$ cat src/rtl/rb_frame_scheduler.sv
`default_nettype none
// ============================================================================
// Module   : rb_frame_scheduler
// Brief    : Row-buffer sequencing FSM. Prefills RB_COUNT rows, then streams
//            the rest while emitting fetch/write/read enables and steer rotation.
//            Optional frame counter port: RB_SCHED_FRAME_CNT_EN.
// Revision : 1.0
// ============================================================================
module rb_frame_scheduler #(
    parameter int IMAGE_WIDTH  = 512,
    parameter int IMAGE_HEIGHT = 512,
    parameter int KERNEL_SIZE  = 5,
    parameter int RB_COUNT     = KERNEL_SIZE - 1,
    parameter int STALL_CYCLES = 1,
    localparam int SW  = (RB_COUNT > 1) ? $clog2(RB_COUNT) : 1,
    localparam int CW  = (IMAGE_WIDTH > 1) ? $clog2(IMAGE_WIDTH) : 1,
    localparam int RW  = (IMAGE_HEIGHT > 1) ? $clog2(IMAGE_HEIGHT) : 1,
    localparam int STW = (STALL_CYCLES > 1) ? $clog2(STALL_CYCLES) : 1
) (
    input  logic          clk,
    input  logic          rst,
    input  logic          start,
    input  logic          ext_ready,
    input  logic          win_ready,
    output logic          en_E,
    output logic          en_W,
    output logic          en_R,
    output logic [SW-1:0] wr_slot,
    output logic [SW-1:0] steer_sel,
    output logic [CW-1:0] col,
    output logic [RW-1:0] row,
    output logic          busy,
    output logic          frame_done
`ifdef RB_SCHED_FRAME_CNT_EN
    ,
    output logic [15:0]   frame_cnt
`endif
);

    typedef enum logic [2:0] {
        S_IDLE    = 3'd0,
        S_PREFILL = 3'd1,
        S_STREAM  = 3'd2,
        S_STALL   = 3'd3,
        S_DONE    = 3'd4
    } state_t;

    state_t           r_state;
    state_t           w_next_state;
    logic [STW-1:0]   r_stall_cnt;
    logic             w_adv;
    logic             w_row_end;
    logic             w_last_row;
    logic             w_prefill_last;
    logic             w_stall_end;
    logic [SW-1:0]    w_slot_inc;

    assign w_row_end      = (col == CW'(IMAGE_WIDTH - 1));
    assign w_last_row     = (row == RW'(IMAGE_HEIGHT - 1));
    assign w_prefill_last = (row == RW'(RB_COUNT - 1));
    assign w_stall_end    = (r_stall_cnt == STW'(STALL_CYCLES - 1));
    assign w_slot_inc     = (wr_slot == SW'(RB_COUNT - 1)) ? '0 : wr_slot + 1'b1;

    always_ff @(posedge clk or posedge rst) begin
        if (rst) begin
            r_state <= S_IDLE;
        end else begin
            r_state <= w_next_state;
        end
    end

    always_comb begin
        w_next_state = r_state;
        en_E         = 1'b0;
        en_W         = 1'b0;
        en_R         = 1'b0;
        w_adv        = 1'b0;
        frame_done   = 1'b0;
        busy         = (r_state != S_IDLE);
        case (r_state)
            S_IDLE: begin
                if (start) begin
                    w_next_state = S_PREFILL;
                end
            end
            S_PREFILL: begin
                en_E  = ext_ready;
                en_W  = ext_ready;
                w_adv = ext_ready;
                if (ext_ready && w_row_end) begin
                    if (STALL_CYCLES != 0) begin
                        w_next_state = S_STALL;
                    end else if (w_prefill_last) begin
                        w_next_state = S_STREAM;
                    end
                end
            end
            S_STREAM: begin
                w_adv = ext_ready & win_ready;
                en_E  = w_adv;
                en_W  = w_adv;
                en_R  = w_adv;
                if (w_adv && w_row_end) begin
                    if (w_last_row) begin
                        w_next_state = S_DONE;
                    end else if (STALL_CYCLES != 0) begin
                        w_next_state = S_STALL;
                    end
                end
            end
            S_STALL: begin
                // row has already advanced, so it tells which phase resumes
                if (w_stall_end) begin
                    w_next_state = (int'(row) < RB_COUNT) ? S_PREFILL : S_STREAM;
                end
            end
            S_DONE: begin
                frame_done   = 1'b1;
                w_next_state = S_IDLE;
            end
            default: begin
                w_next_state = S_IDLE;
            end
        endcase
    end

    always_ff @(posedge clk or posedge rst) begin
        if (rst) begin
            col       <= '0;
            row       <= '0;
            wr_slot   <= '0;
            steer_sel <= '0;
        end else if (r_state == S_DONE) begin
            col       <= '0;
            row       <= '0;
            wr_slot   <= '0;
            steer_sel <= '0;
        end else if (w_adv) begin
            if (w_row_end) begin
                col     <= '0;
                wr_slot <= w_slot_inc;
                if (!(r_state == S_STREAM && w_last_row)) begin
                    row <= row + 1'b1;
                end
                // steer tracks the slot being overwritten only once streaming
                if (r_state == S_STREAM) begin
                    steer_sel <= w_slot_inc;
                end
            end else begin
                col <= col + 1'b1;
            end
        end
    end

    always_ff @(posedge clk or posedge rst) begin
        if (rst) begin
            r_stall_cnt <= '0;
        end else if (r_state == S_STALL && !w_stall_end) begin
            r_stall_cnt <= r_stall_cnt + 1'b1;
        end else begin
            r_stall_cnt <= '0;
        end
    end

`ifdef RB_SCHED_FRAME_CNT_EN
    always_ff @(posedge clk or posedge rst) begin
        if (rst) begin
            frame_cnt <= '0;
        end else if (r_state == S_DONE) begin
            frame_cnt <= frame_cnt + 16'd1;
        end
    end
`else
    // frame counter not built in this configuration
`endif

endmodule
`default_nettype wire
$ cat config.mk
export PLATFORM = sky130hd
export DESIGN_NAME = rb_frame_scheduler
export DESIGN_NICKNAME = d
export VERILOG_FILES = /design/src/rtl/rb_frame_scheduler.sv
export SDC_FILE = /design/constraint.sdc
export NUM_CORES = 1
export LEC_CHECK = 0
export BUFFER_PORTS_ARGS = -buffer_cell sky130_fd_sc_hd__buf_2
export CAP_MARGIN = 5
export CORE_ASPECT_RATIO = 0.6
export CORE_MARGIN = 2
export CORE_UTILIZATION = 40
export DETAILED_ROUTE_END_ITERATION = 6
export PLACE_DENSITY = 0.73
export SLEW_MARGIN = 5
export SYNTH_ARGS = -nofsm -noshare
export SYNTH_HDL_FRONTEND = slang
export SYNTH_SLANG_ARGS = --single-unit
$ cat constraint.sdc
create_clock -name clk -period 2.7 [get_ports clk]
set_input_delay 0 -clock clk [delete_from_list [all_inputs] [get_ports clk]]
set_output_delay 0 -clock clk [all_outputs]
set_load 0.03 [all_outputs]
Yosys cells after proc, flatten, opt, wreduce, memory -nomap -nowiden
Cells that the tools add are included.
{"block": "totals", "output_inout_bits": 27, "ff_bits": 26}
{"block": "classes", "n_eq_ne": 12, "n_addsub": 4, "reduce_logical": 13, "muxes": 26, "bitwise": 1, "magnitude_cmp": 1}
{"cell": "$mux 9", "count": 7}
{"cell": "$add 9x1->9 const B", "count": 2}
{"cell": "$eq 9x9->1 const B", "count": 2}
{"cell": "$mux 2", "count": 9}
{"cell": "$mux 3", "count": 5}
{"cell": "$pmux 3 s4", "count": 1}
{"cell": "$ne 2x2->1 const B", "count": 5}
{"cell": "$lt 9x3->1 const B", "count": 1}
{"cell": "$eq 3x2->1 const B", "count": 2}
{"cell": "$reduce_and 3->1", "count": 2}
{"cell": "$reduce_bool 2->1", "count": 3}
{"cell": "$logic_and 1x1->1", "count": 4}
{"cell": "$reduce_and 4->1", "count": 1}
{"cell": "$eq 3x1->1 const B", "count": 1}
{"cell": "$eq 3x3->1 const B", "count": 1}
{"cell": "$logic_not 3->1", "count": 1}
{"cell": "$mux 1", "count": 3}
{"cell": "$reduce_bool 3->1", "count": 1}
{"cell": "$add 2x1->2 const B", "count": 1}
{"cell": "$eq 2x2->1 const B", "count": 1}
{"cell": "$pmux 1 s2", "count": 1}
{"cell": "$reduce_and 2->1", "count": 1}
{"cell": "$add 1x1->1 const B", "count": 1}
{"cell": "$and 1x1->1", "count": 1}

Depth between registers and ports, before layout
{"block": "logic_depth", "word_depth": 6, "ltp_mapped": 9}

Least setup slack after synthesis
OpenSTA, ideal clock, no wires.
{"block": "synth_path", "path_type": "reg2reg", "start": "register col[0]", "end": "register steer_sel[0]", "stages_incl_launch_ff": 10, "t_required_ps": 2622, "setup_slack_ps": 284, "path_buffers": 1, "arrival_ps": 2338, "period_less_slack_ps": 2416, "cell_sequence": "dfrtp_1 -> ha_1 -> and2_1 -> and3_1 -> ha_1 -> buf_2 -> nand2_1 -> or4_4 -> or3_1 -> a21oi_1"}
{"block": "synth_between", "elab_chain_len": 3}
{"item": "from (decl)", "line_no": "30", "rtl": "output logic [CW-1:0] col,"}
{"item": "from (signal assigned)", "line_no": "150", "rtl": "col <= col + 1'b1;"}
{"item": "$eq 9x9->1", "line_no": "58", "rtl": "assign w_row_end = (col == CW'(IMAGE_WIDTH - 1));"}
{"item": "$reduce_bool 2->1 (no line)"}
{"item": "$reduce_and 3->1 (no line)"}
{"item": "to (signal assigned)", "line_no": "147", "rtl": "steer_sel <= w_slot_inc;"}
{"item": "to (decl)", "line_no": "29", "rtl": "output logic [SW-1:0] steer_sel,"}
No other way between the ends.
A chain may end at the register's enable or synchronous reset.

Worst setup path in the final report
{"block": "layout_path", "start": "register col[0]", "end": "register row[3]"}
{"block": "layout_between", "elab_chain_len": 3}
{"item": "$eq 9x9->1", "line_no": "58"}
{"item": "$reduce_bool 2->1 (no line)"}
{"item": "$reduce_and 3->1 (no line)"}
{"item": "to (signal assigned)", "line_no": "143", "rtl": "row <= row + 1'b1;"}
{"item": "to (decl)", "line_no": "31", "rtl": "output logic [RW-1:0] row,"}
No other way between the ends.

==> results.ini <==
[run_status]
outcome=finished, final reports clean

[critical_path]
max_stage_delay_ps=490
crit_required_ps=2920
setup.worst_path.start_class=flip-flop
r2r_start=col[0]$_DFFE_PP0P_
rrSetupSlack_ps=220
r2r_end=row[3]$_DFFE_PP0P_
slowest_stage=or4_1
critical_path_peak_fanout=10
critical_path_class=flip-flop to flip-flop
ff2ff_path_depth=8
path_cells=ha_1 -> and2_1 -> and3_1 -> ha_1 -> and2_1 -> o211ai_4 -> or4_1 -> nand2_1
end_kind=flip-flop
critPathArrivalTime_ps=2700

[floorplanning]
start_util=0.417
fp.dieH_microns=52.0
dieArea_sq_mm=0.00437
fp-row-count=17
io_pins=32
die_w_microns=84.0
core_area_sq_mm=0.00368

[cells_and_area]
multi_input_area_sq_um=798
regArea_sq_um=651
drive_gt1_frac=0.236
fillers=351
area_delta_synth_final_pct=13.9
final_nets=203
insertedDiodeCount=0

[clock_tree]
cts_resized=0
cts_made_buffers=3
clk_pin_slew_ps=90
cts_setup_buffers=0
htreeDepth=1
cts_tree=built
cts.sinks=26
clock_latency_ps=270
ctsHoldBuffers=1
cts-root-buf=clkbuf_8
cts.path.max_buffers=2

[hold_path]
hold_start=start
worstHoldEndpoint=r_state[0]$_DFFE_PP0P_
min_path_cells=4
hold_class=input pin to flip-flop

[timing]
finalSetupTns_ps=0
whs_ps=134
fin_crit_sh=0.920
fin_crit_ps=2480
finalHoldViolCount=0
drv_slew=0
relSlewSlack=0.337
max_freq_mhz=403
rsz0062_at_grt=no
fin_worst_skew_ps=1.85
tightestPinTransition_ps=994
setup_viol=0

[run]
max_cap_violations=0

[route]
drt_iter0_markers=112
ant_nets=0
drc=0
via_count=1332
wl_per_cell_microns=14.6
firstDrtPassIters=4
viasPerCell=5.60
routed_wl_mm=3.48

[grt]
grt_overflow=0
grtUsageTotal=0.167
grt_pass1_wl_mm=5.77
antenna_found_initial=0
grt_max_degree=27
grt_pass1_vias=1123

[yosys]
ys_ff_latch=26
netlist_area_sq_mm=0.00154
yosysUniqueCellTypes=45
syn_area_per_cell_sq_um=9.42
syn_inst=163
synth_nets=173
yosysSeqAreaShare=0.424
ys_warn_count=0

[placed_design]
routabilityCongestion=0.805
dp_hpwl_mm=2.46
io_buffer_count=31

[pwr]
max-vdd-ir-drop_uv=403
powerDensity_mw_per_mm2=486
p_leak_nw=0.866

area by class of cell:
type | count | area share
Clock buffer | 3 | 0.0236
Timing Repair Buffer | 33 | 0.0988
Tap cell | 47 | 0.0336
Sequential cell | 26 | 0.372
Inverter | 7 | 0.0150
Multi-Input combinational cell | 122 | 0.457
cell usage after synthesis:
| cell type | instances | share of area |
|---|---|---|
| nand2_1 | 20 | 0.049 |
| a41o_1 | 1 | 0.0065 |
| nor2b_4 | 1 | 0.0090 |
| o311ai_0 | 1 | 0.0057 |
| o21ai_2 | 1 | 0.0057 |
| buf_4 | 1 | 0.0049 |
| or3_1 | 3 | 0.012 |
| and2_1 | 2 | 0.0081 |
| nor3b_1 | 3 | 0.015 |
| or3_2 | 2 | 0.0098 |
| or4_4 | 1 | 0.0073 |
| ha_1 | 5 | 0.041 |
| o21bai_1 | 1 | 0.0049 |
| and3_1 | 3 | 0.012 |
| buf_2 | 3 | 0.0098 |
| buf_6 | 3 | 0.022 |
| nand3_1 | 17 | 0.055 |
| nand4b_1 | 2 | 0.011 |
| and4bb_2 | 1 | 0.0081 |
| o21ai_0 | 3 | 0.0098 |
| mux2i_1 | 5 | 0.033 |
| nand4_1 | 3 | 0.012 |
| clkbuf_1 | 1 | 0.0024 |
| o31ai_1 | 1 | 0.0049 |
| nor2_1 | 8 | 0.020 |
| and3b_1 | 1 | 0.0057 |
| o211ai_4 | 1 | 0.014 |
| a31o_2 | 1 | 0.0057 |
| inv_1 | 5 | 0.012 |
| a21oi_1 | 9 | 0.029 |
| nor4_1 | 3 | 0.012 |
| o211a_1 | 1 | 0.0065 |
| nor4b_1 | 1 | 0.0057 |
| o41ai_1 | 1 | 0.0057 |
| and4_1 | 2 | 0.011 |
| a31oi_1 | 3 | 0.012 |
| a41oi_1 | 1 | 0.0057 |
| inv_2 | 2 | 0.0049 |
| or4_1 | 5 | 0.024 |
| nand2b_1 | 1 | 0.0041 |
| and2b_1 | 1 | 0.0049 |
| dfrtp_1 | 26 | 0.42 |
| conb_1 | 1 | 0.0024 |
| o211ai_1 | 5 | 0.024 |
| xnor2_1 | 1 | 0.0057 |
registers in the layout, summed over array words and instances, names as in the netlist:
register and cells:
r_stall_cnt 1, steer_sel 2, wr_slot 2, r_state 3
col 9, row 9
power breakdown:
group	switching [mW]	internal (mW)	leakage [nW]
registers	0.0404	0.415	0.335
logic	0.111	0.0585	0.509
clock network	0.124	0.100	0.0216
total	0.276	0.573	0.866
metrics by stage:
stage / cells / power, mW / instance area, sq um / utilization / setup slack, ps
6_report: 238 / 0.849 / 1750 / 0.475 / 216
5_1_grt: 238 / 0.897 / 1750 / 0.475 / 68.0
4_1_cts: 238 / 0.855 / 1750 / 0.475 / 230
3_5_place_dp: 234 / 0.631 / 1700 / 0.461 / 252
3_3_place_gp: 234 / 0.632 / 1700 / 0.461 / 323
2_1_floorplan: 163 / 0.581 / 1540 / - / 284
cells by family after synthesis:
family	count (synthesis)	share of synthesized area
compound gates	30	0.141
xor+xnor	1	0.00571
fa+ha+maj	5	0.0407
buf+inv	15	0.0562
flops	26	0.424
mux	5	0.0326
other cells	1	0.00244
simple gates	80	0.297
routing by layer:
metal | global-route usage | vias up | share of wire
met5 | 0 | - | 0
met4 | 0.0134 | 0 | 0.0011
met3 | 0.0540 | 2 | 0.076
met2 | 0.233 | 44 | 0.42
met1 | 0.256 | 623 | 0.51
li1 | - | 663 | -
worst max-delay path by stage:
stage,start,endpoint,slack [ps],cells after the start
after global routing,col[0]$_DFFE_PP0P_,row[3]$_DFFE_PP0P_,70,8
after floorplan,col[0]$_DFFE_PP0P_,steer_sel[0]$_DFFE_PP0P_,280,9
after global placement,col[0]$_DFFE_PP0P_,row[7]$_DFFE_PP0P_,320,8
after detailed placement,col[0]$_DFFE_PP0P_,steer_sel[0]$_DFFE_PP0P_,250,8
final,col[0]$_DFFE_PP0P_,row[3]$_DFFE_PP0P_,220,8
after CTS,col[0]$_DFFE_PP0P_,row[3]$_DFFE_PP0P_,230,8
cells in the final DEF (no fill, tap or decap), types with 2 or more instances in the layout:
master	n
clkbuf_8	3
ha_1	5
and2_1	2
or4_1	5
nor4_1	3
a21oi_1	9
nand3_1	17
o211ai_1	5
a31oi_1	3
or3_1	3
inv_2	2
or3_2	2
and3_1	3
o21ai_0	3
nand4_1	3
mux2i_1	5
dfrtp_1	26
and4_1	2
inv_1	5
buf_2	31
nor2_1	8
nor3b_1	3
nand2_1	20
nand4b_1	2
critical path, delay by kind of cell, from the launching register on:
kind / cells / cell delay, ps
flops: 1 / 460
fa+ha+maj: 2 / 590
simple gates: 5 / 1220
compound gates: 1 / 170
No activity file was read; power rests on OpenSTA's default activity.
